===== src/rtl/pwm_pkg.sv =====
// Shared types and helpers for the multi-channel PWM generator.
// The saturating helpers work on 32-bit values, so WIDTH+1-bit sums never wrap for any legal WIDTH.
package pwm_pkg;

  typedef enum logic {
    PWM_EDGE   = 1'b0,
    PWM_CENTER = 1'b1
  } pwm_mode_e;

  localparam int MAX_WIDTH = 30;

  function automatic logic [31:0] sat_add(input logic [31:0] val, input logic [31:0] step,
                                          input logic [31:0] lim);
    logic [31:0] sum;
    sum = val + step;
    return (sum > lim) ? lim : sum;
  endfunction

  function automatic logic [31:0] sat_sub(input logic [31:0] val, input logic [31:0] step);
    return (step > val) ? 32'd0 : (val - step);
  endfunction

  function automatic logic period_ok(input int width, input int period);
    return (width >= 1) && (width <= MAX_WIDTH) && (period >= 2) && (period <= (1 << width) - 1);
  endfunction

  function automatic logic step_ok(input int period, input int step);
    return (step >= 1) && (step <= period);
  endfunction

endpackage


===== src/rtl/pwm_btn_sync.sv =====
// Active-low button synchronizer with a falling-edge detector.
// Presses become one-clock events, and all flops reset to the idle (high) level.
module pwm_btn_sync (
  input  logic clkin,
  input  logic reset,
  input  logic btn_n,
  output logic evt
);

  logic meta_q, meta_d;
  logic sync_q, sync_d;
  logic prev_q, prev_d;

  always_comb begin
    meta_d = btn_n;
    sync_d = meta_q;
    prev_d = sync_q;
  end

  always_ff @(posedge clkin) begin
    if (reset) begin
      meta_q <= 1'b1;
      sync_q <= 1'b1;
      prev_q <= 1'b1;
    end else begin
      meta_q <= meta_d;
      sync_q <= sync_d;
      prev_q <= prev_d;
    end
  end

  assign evt = prev_q & ~sync_q;

endmodule


===== src/rtl/pwm_multi_gen.sv =====
// Multi-channel PWM generator: a shared edge/center-aligned period counter and per-channel
// double-buffered duty registers, adjusted by pushbuttons.
module pwm_multi_gen
  import pwm_pkg::*;
#(
  parameter int CHANNELS = 4,
  parameter int WIDTH    = 8,
  parameter int PERIOD   = 50,
  parameter int STEP     = 5
) (
  input  logic                      clkin,
  input  logic                      reset,
  input  logic [CHANNELS-1:0]       inc,
  input  logic [CHANNELS-1:0]       dec,
  input  logic                      center,
  output logic [CHANNELS-1:0]       pwm_out,
  output logic [CHANNELS*WIDTH-1:0] d,
  output logic                      period_start
);

  if (!period_ok(WIDTH, PERIOD)) begin : g_bad_period
    $error("pwm_multi_gen: PERIOD must lie in 2..2**WIDTH-1");
  end
  if (!step_ok(PERIOD, STEP)) begin : g_bad_step
    $error("pwm_multi_gen: STEP must lie in 1..PERIOD");
  end
  if (CHANNELS < 1 || CHANNELS > 8) begin : g_bad_channels
    $error("pwm_multi_gen: CHANNELS must lie in 1..8");
  end

  localparam logic [WIDTH-1:0] CNT_LAST = WIDTH'(PERIOD - 1);
  localparam logic [WIDTH-1:0] CNT_TURN = WIDTH'(PERIOD - 2);

  logic [WIDTH-1:0] cnt_q, cnt_d;
  logic             up_q, up_d;
  pwm_mode_e        mode_q, mode_d;
  logic             period_start_q, period_start_d;
  logic             boundary;

  always_comb begin
    boundary       = (cnt_q == '0) && up_q;
    cnt_d          = cnt_q + WIDTH'(1);
    up_d           = up_q;
    mode_d         = boundary ? pwm_mode_e'(center) : mode_q;
    period_start_d = boundary;
    if (mode_q == PWM_EDGE) begin
      if (cnt_q == CNT_LAST) cnt_d = '0;
    end else if (up_q) begin
      // With PERIOD==2 there is no down leg, so the counter stays in the up phase.
      if (cnt_q == CNT_LAST) begin
        cnt_d = CNT_TURN;
        up_d  = (CNT_TURN == '0);
      end
    end else begin
      cnt_d = cnt_q - WIDTH'(1);
      if (cnt_q == WIDTH'(1)) up_d = 1'b1;
    end
  end

  always_ff @(posedge clkin) begin
    if (reset) begin
      cnt_q          <= '0;
      up_q           <= 1'b1;
      mode_q         <= PWM_EDGE;
      period_start_q <= 1'b0;
    end else begin
      cnt_q          <= cnt_d;
      up_q           <= up_d;
      mode_q         <= mode_d;
      period_start_q <= period_start_d;
    end
  end

  assign period_start = period_start_q;

  for (genvar i = 0; i < CHANNELS; i++) begin : g_ch
    logic             inc_evt, dec_evt;
    logic [WIDTH-1:0] req_q, req_d;
    logic [WIDTH-1:0] act_q, act_d;
    logic             pwm_q, pwm_d;

    pwm_btn_sync u_inc_sync (.clkin(clkin), .reset(reset), .btn_n(inc[i]), .evt(inc_evt));
    pwm_btn_sync u_dec_sync (.clkin(clkin), .reset(reset), .btn_n(dec[i]), .evt(dec_evt));

    always_comb begin
      req_d = req_q;
      if (inc_evt && !dec_evt) begin
        req_d = WIDTH'(sat_add(32'(req_q), 32'(STEP), 32'(PERIOD)));
      end else if (dec_evt && !inc_evt) begin
        req_d = WIDTH'(sat_sub(32'(req_q), 32'(STEP)));
      end
      act_d = boundary ? req_q : act_q;
      // The first sample of a period already uses the new duty. The down leg compares
      // with <= so a center-aligned period is high for exactly 2*duty clocks.
      if (up_q) pwm_d = (cnt_q < act_d);
      else      pwm_d = (cnt_q <= act_d);
    end

    always_ff @(posedge clkin) begin
      if (reset) begin
        req_q <= '0;
        act_q <= '0;
        pwm_q <= 1'b0;
      end else begin
        req_q <= req_d;
        act_q <= act_d;
        pwm_q <= pwm_d;
      end
    end

    assign d[i*WIDTH +: WIDTH] = req_q;
    assign pwm_out[i]          = pwm_q;
  end

endmodule


===== config.mk =====
export PLATFORM = sky130hd
export DESIGN_NAME = pwm_multi_gen
export DESIGN_NICKNAME = d
export VERILOG_FILES = /design/src/rtl/pwm_pkg.sv /design/src/rtl/pwm_btn_sync.sv /design/src/rtl/pwm_multi_gen.sv
export SDC_FILE = /design/constraint.sdc
export NUM_CORES = 1
export LEC_CHECK = 0
export ABC_AREA = 1
export ABC_CLOCK_PERIOD_IN_PS = 4000
export BUFFER_PORTS_ARGS = -buffer_cell sky130_fd_sc_hd__buf_2
export CAP_MARGIN = 30
export CELL_PAD_IN_SITES_DETAIL_PLACEMENT = 0
export CELL_PAD_IN_SITES_GLOBAL_PLACEMENT = 1
export CORE_MARGIN = 3
export CORE_UTILIZATION = 47
export DETAILED_ROUTE_END_ITERATION = 7
export PLACE_DENSITY_LB_ADDON = 0.1
export SLEW_MARGIN = 30
export SYNTH_ARGS = -nofsm -noshare
export SYNTH_HDL_FRONTEND = slang
export SYNTH_HIERARCHICAL = 1
export SYNTH_SLANG_ARGS = --single-unit

===== constraint.sdc =====
create_clock -name clkin -period 4 [get_ports clkin]
set_input_delay 0.2 -clock clkin [delete_from_list [all_inputs] [get_ports clkin]]
set_output_delay 0.2 -clock clkin [all_outputs]
set_load 0.05 [all_outputs]

Word-level counts from Yosys, hierarchy flattened
Index checks and enable logic that the tools add are counted.
{"block": "totals", "reg_bits": 103, "in_bits": 11, "out_inout_bits": 37, "word_cells": 137}
{"block": "classes", "add_sub_neg": 10, "magnitude_cmp": 16, "eq_ne": 2, "mux": 31, "bitwise_logic": 16, "reduce_logical": 22}
{"operator": "$mux 8", "count": 24}
{"operator": "$add 8x3->9 const B", "count": 4}
{"operator": "$gt 9x6->1 const B", "count": 4}
{"operator": "$gt 3x8->1 const A", "count": 4}
{"operator": "$le 8x8->1", "count": 4}
{"operator": "$lt 8x8->1", "count": 4}
{"operator": "$sub 8x3->8 const B", "count": 4}
{"operator": "$logic_and 1x1->1", "count": 9}
{"operator": "$add 8x1->8 const B", "count": 1}
{"operator": "$and 1x1->1", "count": 8}
{"operator": "$eq 8x1->1 const B", "count": 1}
{"operator": "$eq 8x6->1 const B", "count": 1}
{"operator": "$logic_not 1->1", "count": 8}
{"operator": "$logic_not 8->1", "count": 1}
{"operator": "$not 1->1", "count": 8}
{"operator": "$reduce_bool 2->1", "count": 4}
{"operator": "$sub 8x1->8 const B", "count": 1}
{"operator": "$mux 1", "count": 7}

Longest topological paths before layout
{"block": "depth", "depth_word": 6, "ltp_mapped": 14, "mapped_depth_nobuf": 13}

Modules after synthesis
The synthesis kept the hierarchy.
{"mod": "pwm_multi_gen", "n_inst": 1, "cells_per_inst": 823, "area_per_inst_um2": 5371.4, "seq_area_each_um2": 1581.5}
{"mod": "pwm_btn_sync", "n_inst": 8, "cells_per_inst": 12, "area_per_inst_um2": 93.8, "seq_area_each_um2": 60.1}

Least setup slack after synthesis
OpenSTA, ideal clock, no wires.
{"block": "synth_timing", "path_type": "register -> register", "from": "reg cnt_q[0]", "to": "reg g_ch[2].pwm_q", "setup_time_ns": 0.070, "arrival_ns": 2.042, "t_required_ns": 3.930, "setup_slack_ns": 1.888, "path_stages_with_launch": 14, "path_buffers": 1, "synth_period_minus_slack_ns": 2.112, "cell_sequence": "dfxtp_1 -> inv_1 -> ha_1 -> nand2_1 -> nor3_4 -> buf_2 -> nand2_1 -> o21ai_0 -> ha_1 -> a21oi_1 -> o21ai_0 -> nand2_1 -> o211ai_1 -> a21oi_1"}
{"block": "synth_via", "elab_chain_len": 5, "elab_cells_between_ends": 6, "classes_between": "order compare (2); mux (2); reduce/logical (2)"}
{"element": "start, declared", "line": "pwm_multi_gen.sv:34", "text": "logic [WIDTH-1:0] cnt_q, cnt_d;"}
{"element": "start signal, assigned", "line": "pwm_multi_gen.sv:67", "text": "cnt_q <= cnt_d;"}
{"element": "$logic_not 8->1", "line": "pwm_multi_gen.sv:41", "text": "boundary = (cnt_q == '0) && up_q;"}
{"element": "$logic_and 1x1->1", "line": "pwm_multi_gen.sv:41"}
{"element": "$mux 8", "line": "pwm_multi_gen.sv:92", "text": "act_d = boundary ? req_q : act_q;"}
{"element": "$le 8x8->1 or $lt 8x8->1 (tied branches)", "line": "pwm_multi_gen.sv:96, pwm_multi_gen.sv:95"}
{"element": "$mux 1 (*)", "line": "pwm_multi_gen.sv:95", "text": "if (up_q) pwm_d = (cnt_q < act_d);"}
{"element": "end signal, assigned", "line": "pwm_multi_gen.sv:107", "text": "pwm_q <= pwm_d;"}
{"element": "end, declared", "line": "pwm_multi_gen.sv:80", "text": "logic pwm_q, pwm_d;"}
Every way passes the cells marked *; elsewhere a longest branch is shown, timed or not.
A chain may end at the register's enable or synchronous reset.

Worst setup path after layout
{"block": "layout_timing", "from": "reg cnt_q[0]", "to": "reg g_ch[0].pwm_q"}
{"block": "layout_via", "elab_chain_len": 5, "elab_cells_between_ends": 6, "classes_between": "order compare (2); mux (2); reduce/logical (2)"}
{"element": "$logic_not 8->1", "line": "pwm_multi_gen.sv:41"}
{"element": "$logic_and 1x1->1", "line": "pwm_multi_gen.sv:41"}
{"element": "$mux 8", "line": "pwm_multi_gen.sv:92"}
{"element": "$le 8x8->1 or $lt 8x8->1 (tied branches)", "line": "pwm_multi_gen.sv:96, pwm_multi_gen.sv:95"}
{"element": "$mux 1 (*)", "line": "pwm_multi_gen.sv:95"}
{"element": "end signal, assigned", "line": "pwm_multi_gen.sv:107"}
{"element": "end, declared", "line": "pwm_multi_gen.sv:80"}
Marked as above.

==> impl_metrics.toml <==
[timing]
fmaxAchievable_mhz = 398.0
slew_headroom_pct = 59.97
hold-worst-slack_ns = 0.01855
fin_ws_ns = 1.487
setup_viol = 0
setup_tns_ns = 0
tightestPinTransition_ns = 0.6005
finClkSkew_ns = 0.01050
period_needed_ns = 2.513
drv_slew = 0
finalHoldViolations = 0
grt_setup_unrepaired = "false"
fin_crit_sh_pct = 62.81

[finish]
biggestRegsByFlops = "g_ch.act_q (32), g_ch.req_q (32), cnt_q (8)"
antenna_cells = 0
drive_gt1_share_pct = 7.628
instances_no_fill = 1129
design_area_um2 = 6771
regArea_um2 = 2062
final_core_util_pct = 53.44
fillers = 1302
syn_to_final_growth_pct = 10.61
nets = 1015
multiInputGateArea_um2 = 3466

[hold_path]
hp-start = "dec[1]"
holdCritPathClass = "in2reg"
hold-path-cell-count = 3
min_to = "g_ch[1].u_dec_sync/meta_q"

[critical_path]
path_max_fanout = 69
r2r-end = "g_ch[0].pwm_q"
crit_path_top_delay_cell = "dfxtp_1"
path_cells = "inv_1 -> ha_1 -> nand2_1 -> nor3_4 -> buf_12 -> nand2_1 -> o21ai_0 -> ha_1 -> a21oi_1 -> o21ai_0 -> nand2_1 -> o211ai_1 -> a21oi_1"
r2r_start = "cnt_q[0]"
reg2reg_depth = 13
endpoint_kind = "flip-flop"
crit_family = "compound AO/OA/AOI/OAI gates"
arrival_ns = 2.80
crit_required_ns = 4.28
path_buf_inv = 2
path_class = "reg2reg"
r2r_slack_ns = 1.49
cpPeakStageDelay_ns = 0.36
crit_top_cell = "nand2_1"
start_kind = "flip-flop"

[cts]
cts.path.max_buffers = 2
clkLatencyLatePin_ns = 0.36
cts_max_level = 3
cts_buffers = 9
post_cts_resized = 0
hold_buffers = 0
cts_tree = "done"
cts_root_buf = "clkbuf_16"
clkTransAtPathRegs_ns = 0.07
numClockSinks = 103
cts_setup_buffers = 0

[logic_synthesis]
syn_avg_cell_area_um2 = 6.662
synth_nets = 982
syn_inst = 919
yosys_warnings = 6
ys_types = 32
yosys_register_bits = 103
synth_area_leaders = "dfxtp_1, nand2_1, ha_1"
synthesis.area_um2 = 6122
netlist.area_leader.share_pct = 33.68
ys_seq_area_share_pct = 33.68
yosys.area.top_type = "dfxtp_1"

[drt]
antenna_left = 0
wl_per_cell_um = 12.71
firstDrtPassIters = 5
drtIter0Drc = 449
drt_wl_total_um = 14350
viasPerCell = 5.140
drc_errors = 0
vias = 5803

[global_routing]
gr-total-overflow = 0
grt_antenna_before_repair = 0
grt_util_all_layers_pct = 20.82
grt_start_max_net_pins = 70
grt_pass1_vias = 5353
grt_pass1_wl_um = 24850

[placed_design]
hpwl_um = 10560
dp_slack_ns = 1.474
dp.cells = 1113
port_buffers = 47
place_area_um2 = 6487
place_congestion = 0.8833

[power_and_ir_drop]
p_sw_share_pct = 37.07
power.total_mw = 2.900
p_switching_mw = 1.075
comb_power_share_pct = 29.0
ir_drop_mv = 0.2722
p_int_mw = 1.825
p_leak_nw = 3.421
powerDensity_nw_per_um2 = 428.2
pwr-share-clk_pct = 29.5
pwr-share-seq_pct = 41.5

[die]
num_rows = 41
dieHeight_um = 120.1
fp.coreArea_um2 = 12670
io_pins = 48
dieWidth_um = 120.1
dieArea_um2 = 14430
start_util_pct = 48.32

[outcome]
status = "finished, final reports clean"

[job]
maxCapViolations = 0
routing by layer:
layer	vias to the layer above	global-route usage [%]	wire length [um]
met1	2610	26.69	6844
met4	0	6.586	238
met2	132	34.95	6643
met5	-	0	0
li1	3046	-	-
met3	15	4.524	624
worst register-to-register path, delay by kind of cell, from the launching register on:
family	cells	cell delay [ns]
flops	1	0.36
simple gates	4	0.50
buf+inv	2	0.48
compound gates	5	0.61
fa+ha+maj	2	0.51
layout make-up:
class                           count  share of cell area (%)
Timing Repair Buffer               50                   4.287
Clock inverter                      5                  0.6098
Sequential cell                   103                   30.45
Clock buffer                       11                   3.585
Inverter                          121                   6.707
Tap cell                          172                   3.178
Multi-Input combinational cell    667                   51.18
how the worst max path moves through the flow:
stage                   from             to  slack [ns]  cells past startpoint
global route        cnt_q[0]  g_ch[1].pwm_q        1.22                     12
finish              cnt_q[0]  g_ch[0].pwm_q        1.49                     13
global placement    cnt_q[0]  g_ch[0].pwm_q        1.49                     12
floorplan           cnt_q[0]  g_ch[2].pwm_q        1.89                     13
detailed placement  cnt_q[0]  g_ch[1].pwm_q        1.47                     12
CTS                 cnt_q[0]  g_ch[1].pwm_q        1.46                     12
synthesized netlist by cell type (all sizes together):
cell type	count
o2111ai	1
nor4	1
a21oi	79
nor3b	1
buf	12
nand3b	1
nor3	7
o211ai	4
o21ai	90
xnor2	1
o21bai	1
nand3	51
nand2	221
dfxtp	103
ha	52
xor2	14
inv	121
nor2	114
nand4	16
mux2i	1
o22ai	2
clkbuf	16
a211oi	6
o31ai	1
or2	3
cell families after synthesis:
family / Yosys count / share of synthesized area, %
mux: 1 / 0.1635
fa+ha+maj: 52 / 10.63
flops: 103 / 33.68
xor+xnor: 15 / 2.146
buf+inv: 149 / 9.708
simple gates: 415 / 27.92
compound gates: 184 / 15.76
power by group through the flow:
stage / logic (mW) / registers, mW / clock network [mW]
after CTS: 0.845 / 1.20 / 0.883
final: 0.841 / 1.20 / 0.856
after detailed placement: 0.842 / 1.23 / 0
after floorplan: 0.568 / 1.31 / 0
after global routing: 0.963 / 1.22 / 0.920
after global placement: 0.826 / 1.22 / 0
placed cells by master (no fill, tap or decap), types with 14 or more instances in the layout:
cell type / netlist / final
dfxtp_1: 103 / 103
o21ai_0: 88 / 88
nand3_1: 51 / 51
xor2_1: 14 / 14
a21oi_1: 79 / 79
buf_2: 5 / 47
inv_1: 121 / 121
ha_1: 52 / 52
nand4_1: 16 / 16
nand2_1: 221 / 221
nor2_1: 112 / 112
(Power assumes the default switching activity.)
